[config.mk]
export PLATFORM = sky130hd
export DESIGN_NAME = hw_px_source
export DESIGN_NICKNAME = d
export VERILOG_FILES = /design/src/rtl/hw_px_source.sv
export SDC_FILE = /design/constraint.sdc
export NUM_CORES = 1
export LEC_CHECK = 0
export BUFFER_PORTS_ARGS = -buffer_cell sky130_fd_sc_hd__buf_2
export CORE_MARGIN = 8
export CORE_UTILIZATION = 35
export DETAILED_ROUTE_END_ITERATION = 12
export SLEW_MARGIN = 20
export SYNTH_ARGS = -nofsm -noshare
export SYNTH_HDL_FRONTEND = slang
export SYNTH_SLANG_ARGS = --single-unit
export TNS_END_PERCENT = 20
[constraint.sdc]
create_clock -name clk -period 2.4 [get_ports clk]
set_input_delay 0.24 -clock clk [delete_from_list [all_inputs] [get_ports clk]]
set_output_delay 0.24 -clock clk [all_outputs]
set_load 0.02 [all_outputs]
[src/rtl/hw_px_source.sv]
// hw_px_source
//   Frame-buffer reader and pixel-stream transmitter. On an accepted start it
//   reads (cfg_width+1)*(cfg_height+1) pixels from a synchronous-read frame
//   RAM at linear addresses 0..N-1 and streams them out in row-major order
//   with last_x/last_y framing. Sustains one pixel per clock while the sink
//   stays ready.
//
// Ports
//   clk, rst_n      clock; asynchronous active-low reset
//   cfg_width       image width minus one, latched on accepted start
//   cfg_height      image height minus one, latched on accepted start
//   start           begin a frame; only honoured when idle or done
//   mem_rd_en       frame RAM read strobe
//   mem_rd_addr     frame RAM read address
//   mem_rd_data     RAM data, valid exactly one clock after mem_rd_en
//   px_out_ready    sink ready
//   px_out_valid    pixel valid
//   px_out_last_x   last pixel of each row
//   px_out_last_y   every pixel of the last row
//   px_out_data     pixel data
//   busy            frame in progress (RUN or DRAIN)
//   done            level; set when the last pixel is accepted, cleared by
//                   the next accepted start
//
// Handshake: a pixel transfers on a rising clk edge where px_out_valid and
// px_out_ready are both high. Once px_out_valid is raised it stays high, with
// data and framing bits stable, until that transfer happens.

module hw_px_source #(
    parameter int XB = 10,
    parameter int YB = 10,
    parameter int PB = 8,
    parameter int AB = XB + YB
) (
    input  logic          clk,
    input  logic          rst_n,
    input  logic [XB-1:0] cfg_width,
    input  logic [YB-1:0] cfg_height,
    input  logic          start,
    output logic          mem_rd_en,
    output logic [AB-1:0] mem_rd_addr,
    input  logic [PB-1:0] mem_rd_data,
    input  logic          px_out_ready,
    output logic          px_out_valid,
    output logic          px_out_last_x,
    output logic          px_out_last_y,
    output logic [PB-1:0] px_out_data,
    output logic          busy,
    output logic          done
);

    localparam int EW = PB + 2;  // {last_x, last_y, data}

    typedef enum logic [1:0] {
        S_IDLE,
        S_RUN,
        S_DRAIN,
        S_DONE
    } state_t;

    state_t state, state_n;

    // Frame geometry and read-side counters
    logic [XB-1:0] w_q;
    logic [YB-1:0] h_q;
    logic [XB-1:0] rd_x;
    logic [YB-1:0] rd_y;
    logic [AB-1:0] rd_addr;

    // Read in flight: its framing bits travel alongside it
    logic inflight, inf_lx, inf_ly;

    // Output register
    logic          out_valid, out_lx, out_ly;
    logic [PB-1:0] out_data;

    // Two-entry skid FIFO, entry 0 is the head
    logic [EW-1:0] skid0, skid1, skid0_n, skid1_n;
    logic [1:0]    skid_cnt, skid_cnt_n;

    logic done_q;

    logic          start_acc, issue, issue_lx, issue_ly;
    logic          pop, last_acc, out_free, take_skid, land_direct, push;
    logic [2:0]    occupancy;
    logic [EW-1:0] land_word;

    assign start_acc = start && (state == S_IDLE || state == S_DONE);

    // Reads in flight plus skid entries bounds what can still arrive with
    // nowhere to go; capping it at one before issuing keeps the skid from
    // overflowing whatever the sink does.
    assign occupancy = {2'b00, inflight} + {1'b0, skid_cnt};
    assign issue     = (state == S_RUN) && (occupancy <= 3'd1);
    assign issue_lx  = (rd_x == w_q);
    assign issue_ly  = (rd_y == h_q);

    assign pop       = out_valid && px_out_ready;
    assign last_acc  = pop && out_lx && out_ly;
    assign out_free  = pop || !out_valid;
    assign land_word = {inf_lx, inf_ly, mem_rd_data};

    // Returning data bypasses the skid only when the skid is empty, which
    // keeps pixels in FIFO order.
    assign take_skid   = out_free && (skid_cnt != 2'd0);
    assign land_direct = inflight && (skid_cnt == 2'd0) && out_free;
    assign push        = inflight && !land_direct;

    // ---------------------------------------------------------------- FSM
    always_ff @(posedge clk or negedge rst_n) begin
        if (!rst_n) begin
            state <= S_IDLE;
        end else begin
            state <= state_n;
        end
    end

    always_comb begin
        state_n = state;
        case (state)
            S_IDLE:  if (start_acc) state_n = S_RUN;
            S_RUN:   if (issue && issue_lx && issue_ly) state_n = S_DRAIN;
            S_DRAIN: if (last_acc) state_n = S_DONE;
            S_DONE:  if (start_acc) state_n = S_RUN;
            default: state_n = S_IDLE;
        endcase
    end

    // ------------------------------------------------------ read side
    always_ff @(posedge clk or negedge rst_n) begin
        if (!rst_n) begin
            w_q      <= '0;
            h_q      <= '0;
            rd_x     <= '0;
            rd_y     <= '0;
            rd_addr  <= '0;
            inflight <= 1'b0;
            inf_lx   <= 1'b0;
            inf_ly   <= 1'b0;
        end else begin
            if (start_acc) begin
                w_q     <= cfg_width;
                h_q     <= cfg_height;
                rd_x    <= '0;
                rd_y    <= '0;
                rd_addr <= '0;
            end else if (issue) begin
                rd_addr <= rd_addr + 1'b1;
                if (issue_lx) begin
                    rd_x <= '0;
                    rd_y <= rd_y + 1'b1;
                end else begin
                    rd_x <= rd_x + 1'b1;
                end
            end
            inflight <= issue;
            if (issue) begin
                inf_lx <= issue_lx;
                inf_ly <= issue_ly;
            end
        end
    end

    // ------------------------------------------------------ skid FIFO
    always_comb begin
        skid0_n    = skid0;
        skid1_n    = skid1;
        skid_cnt_n = skid_cnt;
        if (take_skid) begin
            skid0_n    = skid1;
            skid_cnt_n = skid_cnt - 2'd1;
        end
        if (push) begin
            if (skid_cnt_n == 2'd0) begin
                skid0_n = land_word;
            end else begin
                skid1_n = land_word;
            end
            skid_cnt_n = skid_cnt_n + 2'd1;
        end
    end

    always_ff @(posedge clk or negedge rst_n) begin
        if (!rst_n) begin
            skid0    <= '0;
            skid1    <= '0;
            skid_cnt <= 2'd0;
        end else begin
            skid0    <= skid0_n;
            skid1    <= skid1_n;
            skid_cnt <= skid_cnt_n;
        end
    end

    // ------------------------------------------------ output register
    always_ff @(posedge clk or negedge rst_n) begin
        if (!rst_n) begin
            out_valid <= 1'b0;
            out_lx    <= 1'b0;
            out_ly    <= 1'b0;
            out_data  <= '0;
        end else if (out_free) begin
            if (skid_cnt != 2'd0) begin
                out_valid                  <= 1'b1;
                {out_lx, out_ly, out_data} <= skid0;
            end else if (inflight) begin
                out_valid                  <= 1'b1;
                {out_lx, out_ly, out_data} <= land_word;
            end else begin
                out_valid <= 1'b0;
            end
        end
    end

    always_ff @(posedge clk or negedge rst_n) begin
        if (!rst_n) begin
            done_q <= 1'b0;
        end else if (start_acc) begin
            done_q <= 1'b0;
        end else if (last_acc) begin
            done_q <= 1'b1;
        end
    end

    assign mem_rd_en     = issue;
    assign mem_rd_addr   = rd_addr;
    assign px_out_valid  = out_valid;
    assign px_out_last_x = out_lx;
    assign px_out_last_y = out_ly;
    assign px_out_data   = out_data;
    assign busy          = (state == S_RUN) || (state == S_DRAIN);
    assign done          = done_q;

endmodule

# Word level (Yosys, flattened, before mapping)
# Cells that the tools add are included.
# word_totals
ff_bits	99
in_bits	32
out_inout_bits	34
wordCells	89
# op_classes
addsub	6
magnitude_cmp	1
eq_ne	8
n_mux	27
bitwise_logic	1
n_reduce_logical	29
# op_table
cell	n
10-bit two-way mux	9
20-bit two-way mux	2
10-bit by 1-bit adder with 10-bit output (second input constant)	2
20-bit by 1-bit adder with 20-bit output (second input constant)	1
10-bit equality test	2
8-bit two-way mux	2
1-bit logical AND	11
2-bit two-way mux	5
2-bit nonzero test	5
1-bit two-way mux	8
2-bit logical NOT	3
2-bit case mux with 3 select lines	1
2-bit AND reduction	3
2-bit equality test (second input constant)	2
2-bit by 1-bit != test with 1-bit output (second input constant)	2
1-bit by 2-bit adder with 3-bit output	1
3-bit by 1-bit less-or-equal comparator with 1-bit output (second input constant)	1
1-bit logical OR	3
3-bit AND reduction	1
2-bit by 1-bit adder with 2-bit output (second input constant)	1
2-bit by 1-bit equality test with 1-bit output (second input constant)	1
1-bit logical NOT	2
2-bit != test (second input constant)	1
2-bit OR reduction	1
other kinds (2)	2

# Longest topological paths before layout
# Gate-level depths: netlist of run 1.
# depth
depth_word	7
mapped_depth	12
ltp_nobuf	9

# Worst setup path before layout of run 1
# No wires, ideal clock.
# synth_path
kind	flip-flop to flip-flop
from	reg skid_cnt[0]
to	reg skid1[0]
setup_ps	125
arrival_time_ps	2412
required_ps	2275
setup_slack_ps	-137
stages_incl_launch_ff	10
n_path_buf	2
period_less_slack_ps	2537
cell_sequence	dfrtp_1 > inv_1 > ha_1 > clkbuf_1 > nand2b_1 > clkbuf_1 > a21oi_1 > ha_1 > nor2_1 > mux2_2
# synth_between
elab_chain_cells	6
word_cells_on_any_way	12
cone_classes	add/sub (1); mux (1); bitwise (1); reduce/logical (9)
# synth_rtl
element	line_no	rtl
start: declaration	79	logic [1:0] skid_cnt, skid_cnt_n;
start signal: assignment	191	skid_cnt <= skid_cnt_n;
parallel branches: the longest is 5 deep, another holds 2-bit by 1-bit subtractor with 2-bit output	n/a	
2-bit AND reduction (no line) (*)	n/a	
end signal: assignment	190	skid1 <= skid1_n;
end: declaration	78	logic [EW-1:0] skid0, skid1, skid0_n, skid1_n;
# Every way passes the cells marked *.
# A chain may end at the register's enable or synchronous reset.

# Worst setup path in the final report of run 1
# layout_path
from	reg skid_cnt[0]
to	reg skid1[9]
# Same word-level chain as after synthesis.

==> results.json, run 1 <==
{
  "leakage_nw": 2.73,
  "synth_xor_area_share_pct": 8.04,
  "avgSynthCellArea_um2": 9.63,
  "synth_top_family_by_area": "simple AND/OR/NAND/NOR gates",
  "finalSetupViolations": 0,
  "synth_seq_cells": 99,
  "syn_to_final_growth_pct": 20.0,
  "place_area_um2": 5420,
  "crit_fanout": 10,
  "grt_pass1_vias": 3796,
  "drive_gt1_share_pct": 20.2,
  "clk_latency_ps": 340,
  "antenna_found_initial": 0,
  "cp.arrival_ps": 2410,
  "hp-class": "primary input to flop",
  "netlist_instances": 498,
  "num_antenna_cells": 0,
  "dp_hpwl_um": 7750,
  "worst_pin_slew_ps": 669,
  "cts_buffer_depth": 2,
  "yosys_warnings": 0,
  "dr.pass1.iters": 4,
  "crit_path_max_incr_delay_ps": 470,
  "combPwrFrac_pct": 38.2,
  "grt_pass1_wl_um": 18400,
  "final_max_slew_viol_count": 0,
  "slowest_stage": "dfrtp_1",
  "fmax_mhz": 457,
  "netlist.area_leader.share_pct": 51.7,
  "tns_ps": 0,
  "dieArea_um2": 17700,
  "finalHoldViolations": 0,
  "min_period_ps": 2190,
  "routabilityCongestion": 0.800,
  "crit_family": "adder cells",
  "switching_share_pct": 37.2,
  "routed_wl_um": 10900,
  "drv_cap": 0,
  "numCtsBuffers": 9,
  "min_period_over_period_pct": 91.3,
  "synth_top_flop_cell": "dfrtp_1",
  "status": "finished, final reports clean",
  "drtIter0Drc": 185,
  "syn_area_um2": 4790,
  "switching_power_mw": 2.43,
  "critical_path_required_ps": 2620,
  "die_x_um": 133,
  "path_buf_inv": 2,
  "cp_common_cell": "ha_1",
  "final_cell_mix": "99 x dfrtp_1, 94 x nand2_1, 64 x buf_2",
  "clockRootBuffer": "clkbuf_16",
  "htreeDepth": 3,
  "ant_nets": 0,
  "synth_area_leader_cell": "dfrtp_1",
  "synth_compound_area_share_pct": 7.15,
  "synth-async-reset-ratio_pct": 100,
  "core_um2": 13300,
  "ios": 66,
  "synth_mux_area_share_pct": 6.94,
  "grt_max_degree": 47,
  "portBuffers": 65,
  "die_y_um": 133,
  "clock_sinks": 99,
  "ys_seq_area_share_pct": 51.7,
  "critPathKind": "flop to flop",
  "wl_per_cell_um": 14.5,
  "synth_simple_gate_area_share_pct": 21.4,
  "pwr_density_cell_nw_per_um2": 1130,
  "path_cells": "inv_1 -> ha_1 -> nand2b_1 -> nor2_1 -> a21oi_1 -> ha_1 -> nor2_2 -> buf_4 -> mux2_2",
  "rsz0062_at_grt": "false",
  "initial_core_util_pct": 36.1,
  "intPower_mw": 4.09,
  "overflow": 0,
  "synthesis.nets": 537,
  "clock_power_share_pct": 22.4,
  "synth_edf_count": 0,
  "synth_cell_types": 38,
  "finClkSkew_ps": 9.46,
  "end_kind": "flop",
  "cts_tree": "built",
  "clk_pin_slew_ps": 60,
  "num_rows": 42,
  "stdcell_area_um2": 5750,
  "mostFrequentLayoutCell": "dfrtp_1",
  "nets": 613,
  "grt.total_usage_pct": 12.7,
  "maxSlewHeadroom_pct": 55.4,
  "vias": 3762,
  "crit_path_start_kind": "flop",
  "max-vdd-ir-drop_mv": 0.409,
  "synth.top_cells.by_area": "dfrtp_1 52%, nand2_1 7.4%, mux2i_1 4.6%, xnor2_1 4.0%, xor2_1 4.0%",
  "p_seq_share_pct": 39.4,
  "synth_fa_ha_area_share_pct": 1.83,
  "routed_via_density": 4.99,
  "drc": 0
}
==> kinds of logic (layout without fill, tap and decap cells) <==
kind of cell / Yosys count / count (layout)
simple gates: 221 / 221
flops: 99 / 99
compound gates: 59 / 59
xor+xnor: 44 / 44
buf+inv: 36 / 116
mux: 32 / 32
fa+ha+maj: 7 / 7
==> cell usage after synthesis, drive strengths merged, types with 7 or more instances <==
cell / count
mux2i: 22
nor2: 50
mux2: 10
dfrtp: 99
a21oi: 36
nand3: 19
xor2: 22
ha: 7
xnor2: 22
nand4: 14
nor3: 9
inv: 14
clkbuf: 20
nor4: 8
nand2: 94
o21ai: 7
==> registers in the layout (all words and copies together) (netlist names) <==
register	count
skid0	10
skid1	10
skid_cnt	2
rd_y	10
px_out_data	8
done	1
inflight	1
state	2
mem_rd_addr	20
px_out_last_x	1
px_out_last_y	1
inf_lx	1
h_q	10
inf_ly	1
rd_x	10
px_out_valid	1
w_q	10
==> routing by layer <==
layer	global-route usage, %	up-vias	wire, um
li1	-	1861	-
met1	15.7	1820	5210
met2	20.8	64	5140
met3	2.20	17	300
met4	6.75	0	292
met5	0	-	0
==> path summary, 6_finish.rpt <==
kind	startpoint	endpoint	slack (ps)	depth (start not counted)
worst max-delay path	skid_cnt[0]	skid1[9]	210	9
worst min-delay path	cfg_width[2]	w_q[2]	80	3
worst max register to register	skid_cnt[0]	skid1[9]	210	9
worst min register to register	w_q[1]	w_q[1]	500	2
max in group asynchronous	rst_n	rd_y[3]	1270	3
min in group asynchronous	rst_n	h_q[1]	450	2
==> tightest hold or removal path, stage by stage <==
cell and delay (ps):
buf_2 70, nand2_1 40, nand2_1 40
==> area by class of cell <==
cell class,count,area (um^2)
well taps,176,220
multi-input cells,363,2190
repair buffers,87,518
inverters,14,52.6
clock inverters,2,35.0
clock buffers,13,260
fillers,1305,7540
flip-flops and latches,99,2480
==> power by group through the flow <==
stage / clock (mW) / combinational [mW] / sequential, mW
final: 1.46 / 2.49 / 2.57
after global placement: 0 / 2.41 / 2.57
after floorplan: 0 / 1.64 / 2.64
after global routing: 1.58 / 2.79 / 2.65
after detailed placement: 0 / 2.50 / 2.60
after CTS: 1.51 / 2.51 / 2.57
==> through the flow <==
step	power (mW)	worst slack (ps)	hold WS (ps)	util (%)	std cells
final	6.52	210	83.8	43.3	754
after global routing	7.02	70.9	90.4	43.3	754
after CTS	6.59	99.2	71.5	43.0	751
after detailed placement	5.09	116	307	40.7	735
after global placement	4.98	211	303	40.7	735
after floorplan	4.28	19.2	-55.6	-	498
==> what timing repair did <==
action,4_1_cts,5_1_grt
buffers inserted,0,3
hold buffers,1,0
endpoints found under the hold margin,44,0
setup endpoints to repair,0,4
gates resized for setup,0,1
(Power assumes the default switching activity.)
==> run 2: changes to the inputs <==
--- a/config.mk
+++ b/config.mk
@@ -7,8 +7,9 @@
 export LEC_CHECK = 0
 export BUFFER_PORTS_ARGS = -buffer_cell sky130_fd_sc_hd__buf_2
 export CORE_MARGIN = 8
-export CORE_UTILIZATION = 35
+export CORE_UTILIZATION = 55
 export DETAILED_ROUTE_END_ITERATION = 12
+export PLACE_DENSITY = 0.77
 export SLEW_MARGIN = 20
 export SYNTH_ARGS = -nofsm -noshare
 export SYNTH_HDL_FRONTEND = slang
==> constraint.sdc (replaced) <==
create_clock -name clk -period 2.55 [get_ports clk]
set_input_delay 0.255 -clock clk [delete_from_list [all_inputs] [get_ports clk]]
set_output_delay 0.255 -clock clk [all_outputs]
set_load 0.02 [all_outputs]
==> run 2 against run 1 <==
  * Non-clock buffer count fell by 8
  * Register-to-register slack barely moved
  * Critical path depth fell by 2
  * Sequential power fell by 6%
  * First-iteration DRC count fell by 20%
==> results.json, run 2 (synthesized netlist as in run 1, its figures left out) <==
{
  "max-vdd-ir-drop_mv": 0.481,
  "cts_tree": "built",
  "routed_wl_um": 9880,
  "p_seq_share_pct": 42.8,
  "routabilityCongestion": 0.843,
  "drv_cap": 0,
  "crit_start": "state[1]",
  "drtIter0Drc": 148,
  "overflow": 0,
  "largest_reg_flops": 20,
  "worst_pin_slew_ps": 739,
  "fmax_mhz": 425,
  "timing.rr.start": "state[1]",
  "final_max_slew_viol_count": 0,
  "maxSlewHeadroom_pct": 50.3,
  "crit_path_start_kind": "flop",
  "portBuffers": 65,
  "end_kind": "flop",
  "grt_pass1_wl_um": 17100,
  "postCtsSetupBuffers": 0,
  "min_period_ps": 2350,
  "grt.total_usage_pct": 17.6,
  "initial_core_util_pct": 55.8,
  "numCtsBuffers": 9,
  "cts_resized": 0,
  "final_cell_mix": "99 x dfrtp_1, 94 x nand2_1, 64 x buf_2",
  "drive_gt1_share_pct": 19.5,
  "wl_per_cell_um": 14.6,
  "clockRootBuffer": "clkbuf_8",
  "grt_max_degree": 49,
  "hp-start": "cfg_height[7]",
  "clock_sinks": 99,
  "ios": 66,
  "status": "finished, final reports clean",
  "htreeDepth": 3,
  "endpoint": "rd_y[5]",
  "grt_pass1_vias": 3695,
  "dieArea_um2": 12000,
  "finalPower_mw": 5.66,
  "num_antenna_cells": 0,
  "cts_buffer_depth": 2,
  "dr.pass1.iters": 5,
  "combPwrFrac_pct": 39.3,
  "critPathKind": "flop to flop",
  "hp-class": "primary input to flop",
  "clk_pin_slew_ps": 90,
  "die_y_um": 109,
  "finalSetupViolations": 0,
  "num_rows": 34,
  "finClkSkew_ps": 12.5,
  "intPower_mw": 3.47,
  "nets": 605,
  "antenna_found_initial": 0,
  "clock_power_share_pct": 18.0,
  "die_x_um": 109,
  "pwr_density_cell_nw_per_um2": 1030,
  "critical_path_required_ps": 2830,
  "leakage_nw": 2.64,
  "routed_via_density": 5.42,
  "switching_power_mw": 2.19,
  "ant_nets": 0,
  "dp_hpwl_um": 7160,
  "syn_to_final_growth_pct": 14.5,
  "vias": 3677,
  "rsz0062_at_grt": "false",
  "core_um2": 8590,
  "ff2ff_path_depth": 7,
  "cp.arrival_ps": 2630,
  "switching_share_pct": 38.7,
  "clk_latency_ps": 360,
  "finalHoldViolations": 0,
  "min_period_over_period_pct": 92.2,
  "drc": 0,
  "mostFrequentLayoutCell": "dfrtp_1",
  "hold_buffers": 1,
  "crit_fanout": 12,
  "timing.rr.end": "rd_y[5]",
  "tns_ps": 0,
  "reg2reg_setup_slack_ps": 200
}
[run 2: changes by cell type in the layout (fill, tap and decap cells not counted), sizes merged]
cell / before / now
buf: 85 / 78
clkbuf: 14 / 10
clkinvlp: 0 / 2
inv: 14 / 15
[run 2: through the flow]
step,cell area (um^2),utilization [%],hold slack (ps),cells,worst slack [ps]
finish,5490,63.9,77.1,678,198
global route,5490,63.9,75.3,678,29.8
CTS,5490,63.9,68.9,678,216
detailed placement,5280,61.4,208,662,226
global placement,5280,61.4,201,662,356
floorplan,4790,-,-40.6,498,13.4
[run 2: worst min path at each step]
stage                                 end  cells after the start
after global placement    mem_rd_addr[14]                      1
after floorplan                      done                      0
after global routing               w_q[3]                      3
after detailed placement  mem_rd_addr[14]                      1
after CTS                          h_q[9]                      3
final                              h_q[7]                      3
[run 2: worst max-delay path, cell delays in order, from the launching register on]
cell and delay, ps:
dfrtp_1 390, inv_1 90, ha_1 190, nand2b_1 80, a2111oi_2 490, nand3_2 290
or4_1 570, a21oi_1 170
[run 2: cell type report]
| type | count | area [um^2] |
|---|---|---|
| sequential | 99 | 2480 |
| timing repair buffer | 79 | 448 |
| inverter | 14 | 52.6 |
| multi-input combinational | 363 | 2180 |
| tap | 108 | 135 |
| clock inverter | 5 | 62.6 |
| clock buffer | 10 | 138 |
| fill | 710 | 3100 |
[run 2: metal layers]
metal	up-vias	track usage [%]	share of wire (%)
met4	0	5.40	1.2
li1	1832	-	-
met3	10	3.34	5.0
met1	1755	23.0	46
met2	80	29.2	48
met5	-	0	0
[run 2: power groups by stage]
stage / clock network (mW) / registers (mW) / logic, mW
floorplan: 0 / 2.49 / 1.53
global placement: 0 / 2.43 / 2.16
detailed placement: 0 / 2.45 / 2.23
CTS: 1.05 / 2.42 / 2.25
global route: 1.12 / 2.48 / 2.52
finish: 1.02 / 2.42 / 2.22
==> run 3: changes to the inputs <==
--- a/config.mk
+++ b/config.mk
@@ -7,9 +7,8 @@
 export LEC_CHECK = 0
 export BUFFER_PORTS_ARGS = -buffer_cell sky130_fd_sc_hd__buf_2
 export CORE_MARGIN = 8
-export CORE_UTILIZATION = 55
+export CORE_UTILIZATION = 25
 export DETAILED_ROUTE_END_ITERATION = 12
-export PLACE_DENSITY = 0.77
 export SLEW_MARGIN = 20
 export SYNTH_ARGS = -nofsm -noshare
 export SYNTH_HDL_FRONTEND = slang
==> run 3 against run 2 <==
  * Flip-flop and latch count unchanged
  * Sequential share of layout area decreased by 2.2 points
  * Die area increased by 100%
  * First-iteration DRC count decreased by 5.4%
  * Largest cell class unchanged
  * Combinational power increased by 3%
  * Design area increased by 5.1%
  * Via count decreased by 1.5%
  * Critical path depth unchanged
==> results.json, run 3 (synthesized netlist as in run 1, its figures left out) <==
{
  "final_cell_mix": "99 x dfrtp_1, 94 x nand2_1, 64 x buf_2",
  "finalSetupViolations": 0,
  "overflow": 0,
  "routabilityCongestion": 0.741,
  "ant_nets": 0,
  "postCtsSetupBuffers": 0,
  "final_max_slew_viol_count": 0,
  "largest_reg_flops": 20,
  "min_period_over_period_pct": 88.6,
  "switching_share_pct": 38.2,
  "drtIter0Drc": 140,
  "drv_cap": 0,
  "crit_path_start_kind": "flop",
  "crit_path_max_incr_delay_ps": 570,
  "status": "finished, final reports clean",
  "tns_ps": 0,
  "dr.pass1.iters": 4,
  "dpl.cell_count": 793,
  "critPathKind": "flop to flop",
  "antenna_found_initial": 0,
  "vias": 3622,
  "cp.arrival_ps": 2530,
  "die_y_um": 154,
  "syn_to_final_growth_pct": 20.3,
  "crit_fanout": 12,
  "slowest_stage": "or4_1",
  "max-vdd-ir-drop_mv": 0.391,
  "nets": 610,
  "min_period_ps": 2260,
  "fmax_mhz": 443,
  "combPwrFrac_pct": 37.9,
  "fillers": 1997,
  "portBuffers": 65,
  "core_um2": 18800,
  "htreeDepth": 3,
  "maxSlewHeadroom_pct": 52.1,
  "grt.total_usage_pct": 9.63,
  "routed_via_density": 4.47,
  "path_cells": "inv_1 -> ha_1 -> nand2b_1 -> a2111oi_2 -> nand3_2 -> or4_1 -> a21oi_1",
  "end_kind": "flop",
  "clockRootBuffer": "clkbuf_16",
  "place_area_um2": 5470,
  "crit_family": "simple AND/OR/NAND/NOR gates",
  "dp_hpwl_um": 8080,
  "intPower_mw": 3.73,
  "clk_latency_ps": 350,
  "die_x_um": 154,
  "drc": 0,
  "worst_pin_slew_ps": 719,
  "num_antenna_cells": 0,
  "grt_pass1_wl_um": 18500,
  "dieArea_um2": 23900,
  "num_rows": 50,
  "clock_sinks": 99,
  "fin_cells": 810,
  "mostFrequentLayoutCell": "dfrtp_1",
  "finalHoldViolations": 0,
  "switching_power_mw": 2.31,
  "numCtsBuffers": 9,
  "p_seq_share_pct": 40.1,
  "clk_pin_slew_ps": 80,
  "cts_tree": "built",
  "cts_buffer_depth": 2,
  "routed_wl_um": 11200,
  "leakage_nw": 2.71,
  "clock_power_share_pct": 22.0,
  "drive_gt1_share_pct": 20.1,
  "pwr_density_cell_nw_per_um2": 1050,
  "finClkSkew_ps": 13.9,
  "wl_per_cell_um": 13.8,
  "initial_core_util_pct": 25.5,
  "final_core_util_pct": 30.7,
  "grt_max_degree": 53,
  "stdcell_area_um2": 5770,
  "rsz0062_at_grt": "false",
  "path_buf_inv": 1,
  "critical_path_required_ps": 2830,
  "grt_pass1_vias": 3540,
  "hp-class": "primary input to flop",
  "ios": 66
}
run 3: cell types whose count changed in the layout (fill, tap and decap cells not counted), sizes merged:
cell,change
bufinv,-1
inv,+2
buf,+5
run 3: layer usage:
metal  vias up  share of wire, %  global-route usage, %
met5         -                 0                      0
met1      1731                49                   12.4
met3         8               3.2                   2.48
met2        44                46                   15.3
li1       1839                 -                      -
met4         0               1.4                   3.55
run 3: layout make-up:
type / count / area, um^2 / share of cell area, %
clock buffers: 10 / 239 / 4.14
clock inverters: 6 / 46.3 / 0.802
inverters: 14 / 52.6 / 0.911
multi-input cells: 363 / 2180 / 37.7
flip-flops and latches: 99 / 2480 / 42.9
well taps: 234 / 293 / 5.07
repair buffers: 84 / 485 / 8.41
run 3: worst min-delay path, stage by stage:
cell	delay [ps]
buf_2	70
nand2_1	40
nand2_1	40
run 3: worst paths after layout:
check,startpoint,to,slack (ps),cells after the start
setup / recovery,state[1],rd_y[7],290,7
hold / removal,cfg_width[4],w_q[4],90,3
setup reg to reg,state[1],rd_y[7],290,7
hold reg to reg,w_q[4],w_q[4],500,2
max in group asynchronous,rst_n,mem_rd_addr[7],1330,3
min in group asynchronous,rst_n,px_out_data[6],500,2
run 3: power groups by stage:
stage / Clock (mW) / Combinational (mW) / Sequential [mW]
after floorplan: 0 / 1.53 / 2.49
after global placement: 0 / 2.29 / 2.45
after detailed placement: 0 / 2.32 / 2.45
after CTS: 1.39 / 2.33 / 2.42
after global routing: 1.45 / 2.56 / 2.48
final: 1.33 / 2.29 / 2.42
run 3: metrics by stage:
step	hold WS, ps	power, mW	worst slack, ps
floorplan	-40.6	4.02	13.4
global placement	367	4.74	350
detailed placement	368	4.78	307
CTS	66.7	6.14	282
global route	82.8	6.50	97.2
finish	86.3	6.04	292
run 3: timing repair:
item,in CTS,in global routing
endpoints found under the setup margin,0,0
resized for setup,0,0
hold endpoints to repair,39,0
hold buffers,1,0
